[config.mk]
export PLATFORM = sky130hd
export DESIGN_NAME = twowire_apb_arbiter
export DESIGN_NICKNAME = d
export VERILOG_FILES = /design/src/rtl/twowire_apb_arbiter_pkg.sv /design/src/rtl/twowire_rr_pick.sv /design/src/rtl/twowire_apb_arbiter.sv
export SDC_FILE = /design/constraint.sdc
export NUM_CORES = 1
export LEC_CHECK = 0
export ABC_AREA = 1
export CAP_MARGIN = 25
export CORE_UTILIZATION = 36
export DETAILED_ROUTE_END_ITERATION = 10
export PLACE_DENSITY_LB_ADDON = 0.05
export SLEW_MARGIN = 25
export SYNTH_ARGS = -nofsm -noshare
export SYNTH_HDL_FRONTEND = slang
export SYNTH_SLANG_ARGS = --single-unit
[constraint.sdc]
create_clock -name dck -period 1.5 [get_ports dck]
set_input_delay 0.225 -clock dck [delete_from_list [all_inputs] [get_ports dck]]
set_output_delay 0.225 -clock dck [all_outputs]
set_load 0.005 [all_outputs]
[src/rtl/twowire_apb_arbiter_pkg.sv]
// Shared definitions for the APB3 master arbiter: state encodings and bus widths.
package twowire_apb_arbiter_pkg;

    localparam int APB_DATA_W = 32;

    typedef enum logic [1:0] {
        S_IDLE   = 2'd0,
        S_SETUP  = 2'd1,
        S_ACCESS = 2'd2
    } arb_state_t;

    function automatic int idx_width(input int n);
        return (n > 1) ? $clog2(n) : 1;
    endfunction

endpackage

[src/rtl/twowire_rr_pick.sv]
// Combinational round-robin picker: first set request bit scanning upward from ptr+1.
module twowire_rr_pick #(
    parameter int N  = 2,
    parameter int IW = 1
) (
    input  logic [N-1:0]  req,
    input  logic [IW-1:0] ptr,
    output logic [IW-1:0] idx,
    output logic          valid
);

    logic [IW-1:0] cand;

    always_comb begin
        idx   = '0;
        valid = 1'b0;
        cand  = '0;
        for (int k = 1; k <= N; k++) begin
            cand = IW'((int'(ptr) + k) % N);
            if (!valid && req[cand]) begin
                valid = 1'b1;
                idx   = cand;
            end
        end
    end

endmodule

[src/rtl/twowire_apb_arbiter.sv]
// Round-robin arbiter sharing one downstream APB3 slave between N_MASTERS upstream masters,
// with a watchdog that forces an error completion when the slave never becomes ready.
//
//   state    | meaning
//   S_IDLE   | no transfer; pick next requester and capture its command
//   S_SETUP  | downstream psel=1, penable=0 with captured command
//   S_ACCESS | downstream psel=1, penable=1; wait for pready or watchdog
module twowire_apb_arbiter
    import twowire_apb_arbiter_pkg::*;
#(
    parameter int N_MASTERS = 2,
    parameter int W_ADDR    = 8,
    parameter int TIMEOUT   = 255,
    localparam int IW       = idx_width(N_MASTERS)
) (
    input  logic                          dck,
    input  logic                          drst,
    input  logic [N_MASTERS-1:0]          up_psel,
    input  logic [N_MASTERS-1:0]          up_penable,
    input  logic [N_MASTERS-1:0]          up_pwrite,
    input  logic [N_MASTERS*W_ADDR-1:0]   up_paddr,
    input  logic [N_MASTERS*32-1:0]       up_pwdata,
    output logic [N_MASTERS-1:0]          up_pready,
    output logic [N_MASTERS-1:0]          up_pslverr,
    output logic [APB_DATA_W-1:0]         up_prdata,
    output logic                          dst_psel,
    output logic                          dst_penable,
    output logic                          dst_pwrite,
    output logic [W_ADDR-1:0]             dst_paddr,
    output logic [APB_DATA_W-1:0]         dst_pwdata,
    input  logic                          dst_pready,
    input  logic                          dst_pslverr,
    input  logic [APB_DATA_W-1:0]         dst_prdata,
    output logic [IW-1:0]                 grant_idx,
    output logic                          busy,
    output logic                          timeout_err
);

    localparam int WD_W = ($clog2(TIMEOUT + 1) > 8) ? $clog2(TIMEOUT + 1) : 8;
    localparam logic [WD_W-1:0] WD_LAST = WD_W'((TIMEOUT > 0) ? TIMEOUT - 1 : 0);

    arb_state_t state, state_nxt;

    logic [IW-1:0]         ptr;
    logic [IW-1:0]         pick_idx;
    logic                  pick_valid;
    logic [W_ADDR-1:0]     sel_addr, cap_addr;
    logic [APB_DATA_W-1:0] sel_wdata, cap_wdata;
    logic                  sel_write, cap_write;
    logic [WD_W-1:0]       wd_cnt;
    logic                  wd_hit;
    logic                  xfer_done;

    // Commands are captured from psel alone; upstream penable carries no extra information here.
    logic unused_penable;
    assign unused_penable = ^up_penable;

    twowire_rr_pick #(.N(N_MASTERS), .IW(IW)) u_pick (
        .req   (up_psel),
        .ptr   (ptr),
        .idx   (pick_idx),
        .valid (pick_valid)
    );

    always_comb begin
        sel_addr  = '0;
        sel_wdata = '0;
        sel_write = 1'b0;
        for (int i = 0; i < N_MASTERS; i++) begin
            if (pick_idx == IW'(i)) begin
                sel_addr  = up_paddr[i*W_ADDR +: W_ADDR];
                sel_wdata = up_pwdata[i*32 +: 32];
                sel_write = up_pwrite[i];
            end
        end
    end

    // pready from the slave wins over the watchdog on the terminal cycle.
    assign wd_hit    = (TIMEOUT > 0) && (state == S_ACCESS) && !dst_pready && (wd_cnt == WD_LAST);
    assign xfer_done = (state == S_ACCESS) && (dst_pready || wd_hit);

    always_ff @(posedge dck) begin
        if (drst) state <= S_IDLE;
        else      state <= state_nxt;
    end

    always_comb begin
        state_nxt = state;
        case (state)
            S_IDLE:   if (pick_valid) state_nxt = S_SETUP;
            S_SETUP:  state_nxt = S_ACCESS;
            S_ACCESS: if (xfer_done) state_nxt = S_IDLE;
            default:  state_nxt = S_IDLE;
        endcase
    end

    always_ff @(posedge dck) begin
        if (drst) begin
            grant_idx <= '0;
            ptr       <= IW'(N_MASTERS - 1);
            cap_addr  <= '0;
            cap_wdata <= '0;
            cap_write <= 1'b0;
            wd_cnt    <= '0;
        end else begin
            if (state == S_IDLE && pick_valid) begin
                grant_idx <= pick_idx;
                cap_addr  <= sel_addr;
                cap_wdata <= sel_wdata;
                cap_write <= sel_write;
                wd_cnt    <= '0;
            end
            if (state == S_SETUP)
                ptr <= grant_idx;
            if (state == S_ACCESS && !xfer_done)
                wd_cnt <= wd_cnt + WD_W'(1);
        end
    end

    assign busy        = (state != S_IDLE);
    assign dst_psel    = busy;
    assign dst_penable = (state == S_ACCESS);
    assign dst_pwrite  = busy ? cap_write : 1'b0;
    assign dst_paddr   = busy ? cap_addr  : '0;
    assign dst_pwdata  = busy ? cap_wdata : '0;
    assign timeout_err = wd_hit;
    assign up_prdata   = (state == S_ACCESS && dst_pready) ? dst_prdata : '0;

    always_comb begin
        up_pready  = '0;
        up_pslverr = '0;
        for (int i = 0; i < N_MASTERS; i++) begin
            if (xfer_done && grant_idx == IW'(i)) begin
                up_pready[i]  = 1'b1;
                up_pslverr[i] = dst_pready ? dst_pslverr : 1'b1;
            end
        end
    end

endmodule
==> metrics.cfg <==
[status]
outcome = complete, but fails checks
violations = negative setup slack

[timing]
max_freq_mhz = 537
maxSlewViolCount = 0
fin_crit_ns = 1.86
timing.final.ws_setup_ns = -0.363
slew-limit-headroom_pct = 80.7
period_share_pct = 124
rsz0062_at_grt = yes
skew_ns = 0.0167
hold_viol = 0
setup_tns_ns = -21.39
setup_viol = 128
worstMarginPinSlew_ns = 0.288

[grt]
grt_pass1_wl_um = 19200
overflow = 0
antenna_found_initial = 0
grt_pass1_vias = 4034
grt_start_max_net_pins = 30
grt_usage_pct = 28.6

[yosys]
synth_cells = 488
synthDistinctLibCells = 22
netlist_area_um2 = 2980
ys_top_cells_by_area = dfxtp_1, nand2_1, nor2_1
synth_top_area_share_pct = 35.6
yosys.area.top_type = dfxtp_1
async_flop_share_pct = 0
syn_nets = 612
synth-edff-count = 0
ys_warn_count = 0
post-synth-top-count-cell = nand2_1
synth_common_cells = nand2_1, nor2_1, inv_1
synth_top_flop_cell = dfxtp_1
ys_ff_latch = 53
synth_area_per_cell_um2 = 6.10
seq_area_frac_synth_pct = 35.6

[final_layout]
finalNetCount = 872
fin_util_pct = 77.4
syn_to_final_growth_pct = 104
design_area_um2 = 6070
drive_gt1_share_pct = 33.0
diodes = 0

[route]
via_count = 4217
via_per_inst = 4.96
drtPass1Iterations = 4
drtIter0Drc = 313
wl_per_cell_um = 15.9
ant_nets = 0
drc_errors = 0
routed_wl_um = 13500

[clock_tree]
root_buffer = clkbuf_8
cts_made_buffers = 5
cts_sinks = 53
cts_tree = built
clockBufferDepth = 2
htreeDepth = 2
clock_latency_ns = 0.32
ctsHoldBuffers = 0
clk_pin_slew_ns = 0.11

[power]
seq_power_share_pct = 37.7
clkPwrFrac_pct = 18.9
p_sw_mw = 1.41
p_total_mw = 4.35
ir_worst_vdd_v = 0.000393
intPower_mw = 2.94
power_density_nw_per_um2 = 717
p_leak_nw = 2.87
pwr-share-comb_pct = 43.4
swShare_pct = 32.5

[setup_path]
cp_data_arrival_time_ns = 1.64
timing.rr.end = cap_addr[6]
timing.rr.start = state[0]
path_class = flop to output port
path_max_fanout = 8
crit_path_end_kind = output port
rrSetupSlack_ns = -0.14
reg2reg_depth = 9
cp.required_ns = 1.27
worst_setup_path_start_kind = flop

[hold_path]
min_to = cap_addr[7]
min_path_type = input pin to flop
hold_path_depth = 3
hold_start = up_paddr[7]

[floorplanning]
core_um2 = 7850
die_area_um2 = 8640
die_y_um = 92.9
initial_core_util_pct = 37.9
fp-row-count = 32
die_w_um = 92.9
pin_count = 204

[placed_design]
dp_hpwl_um = 8080
portBuffers = 201
finalWeightedCongestion = 0.836
place_area_um2 = 5290

[flow_run]
drv_cap = 0

[critical path: stages (launching register included)]
cell,delay [ns]
dfxtp_2,0.34
buf_6,0.11
nor2_4,0.12
inv_2,0.06
nor2_4,0.10
buf_6,0.12
inv_8,0.04
buf_12,0.13
buf_12,0.12
nor2_4,0.06
buf_2,0.11
[sequential cells by signal (all words and copies together), names as in the netlist]
signal,count
cap_wdata,32
cap_addr,8
wd_cnt,8
grant_idx,1
cap_write,1
ptr,1
state,2
[cells by family after synthesis]
| group | Yosys count | synth area share, % |
|---|---|---|
| simple gates | 213 | 28.1 |
| buf+inv | 122 | 17.1 |
| compound gates | 98 | 18.3 |
| flops | 53 | 35.6 |
| fa+ha+maj | 2 | 0.841 |
[per-layer routing]
metal	vias up	wire length [um]	track usage, %
met5	-	0	0
met3	38	1160	8.87
met2	205	6940	52.9
met1	1947	4950	28.6
met4	0	497	14.4
li1	2027	-	-
[final cells by class]
cell class	instances	area [um2]
Clock buffer	5	68.8
Fill cell	543	1780
Multi-Input combinational cell	313	1710
Timing Repair Buffer	284	2720
Tap cell	102	128
Clock inverter	2	13.8
Inverter	91	359
Sequential cell	53	1070
[power by group through the flow]
| stage | sequential (mW) | clock, mW | combinational (mW) |
|---|---|---|---|
| floorplan | 1.64 | 0 | 0.562 |
| global placement | 1.65 | 0 | 1.27 |
| detailed placement | 1.66 | 0 | 1.28 |
| CTS | 1.63 | 0.834 | 1.68 |
| global route | 1.66 | 0.894 | 2.02 |
| finish | 1.64 | 0.823 | 1.89 |
[placed cells by master, fill, tap and decap left out, drive strengths merged]
cell type / instances
a21oi: 12
a31oi: 41
buf: 157
clkbuf: 12
clkdlybuf4s50: 119
clkinv: 2
dfxtp: 53
dlygate4sd2: 1
ha: 2
inv: 91
nand2: 105
nand3: 8
nand4: 1
nor2: 97
nor3: 2
o21ai: 45
[what timing repair did]
action                     in CTS  in global routing
setup buffers                  32                 12
pin swaps                      14                 13
resized for setup             419                 78
setup endpoints to repair     125                129
gates cloned                    8                  9
[per-stage QoR]
stage / hold WS [ns] / cells / setup slack (ns)
global placement: 0.463 / 795 / -0.444
floorplan: 0.294 / 488 / 0.0874
finish: 0.469 / 850 / -0.363
detailed placement: 0.476 / 795 / -0.489
CTS: 0.462 / 839 / -0.377
global route: 0.475 / 850 / -0.438
[how the worst max path moves through the flow]
stage | startpoint | end
floorplan | wd_cnt[0] | up_pslverr[0]
global placement | dst_pready | up_prdata[26]
detailed placement | dst_pready | up_prdata[27]
CTS | wd_cnt[0] | up_pslverr[1]
global route | state[0] | up_prdata[20]
finish | state[0] | up_prdata[20]
Note: power is estimated with default switching activity, not from simulation.
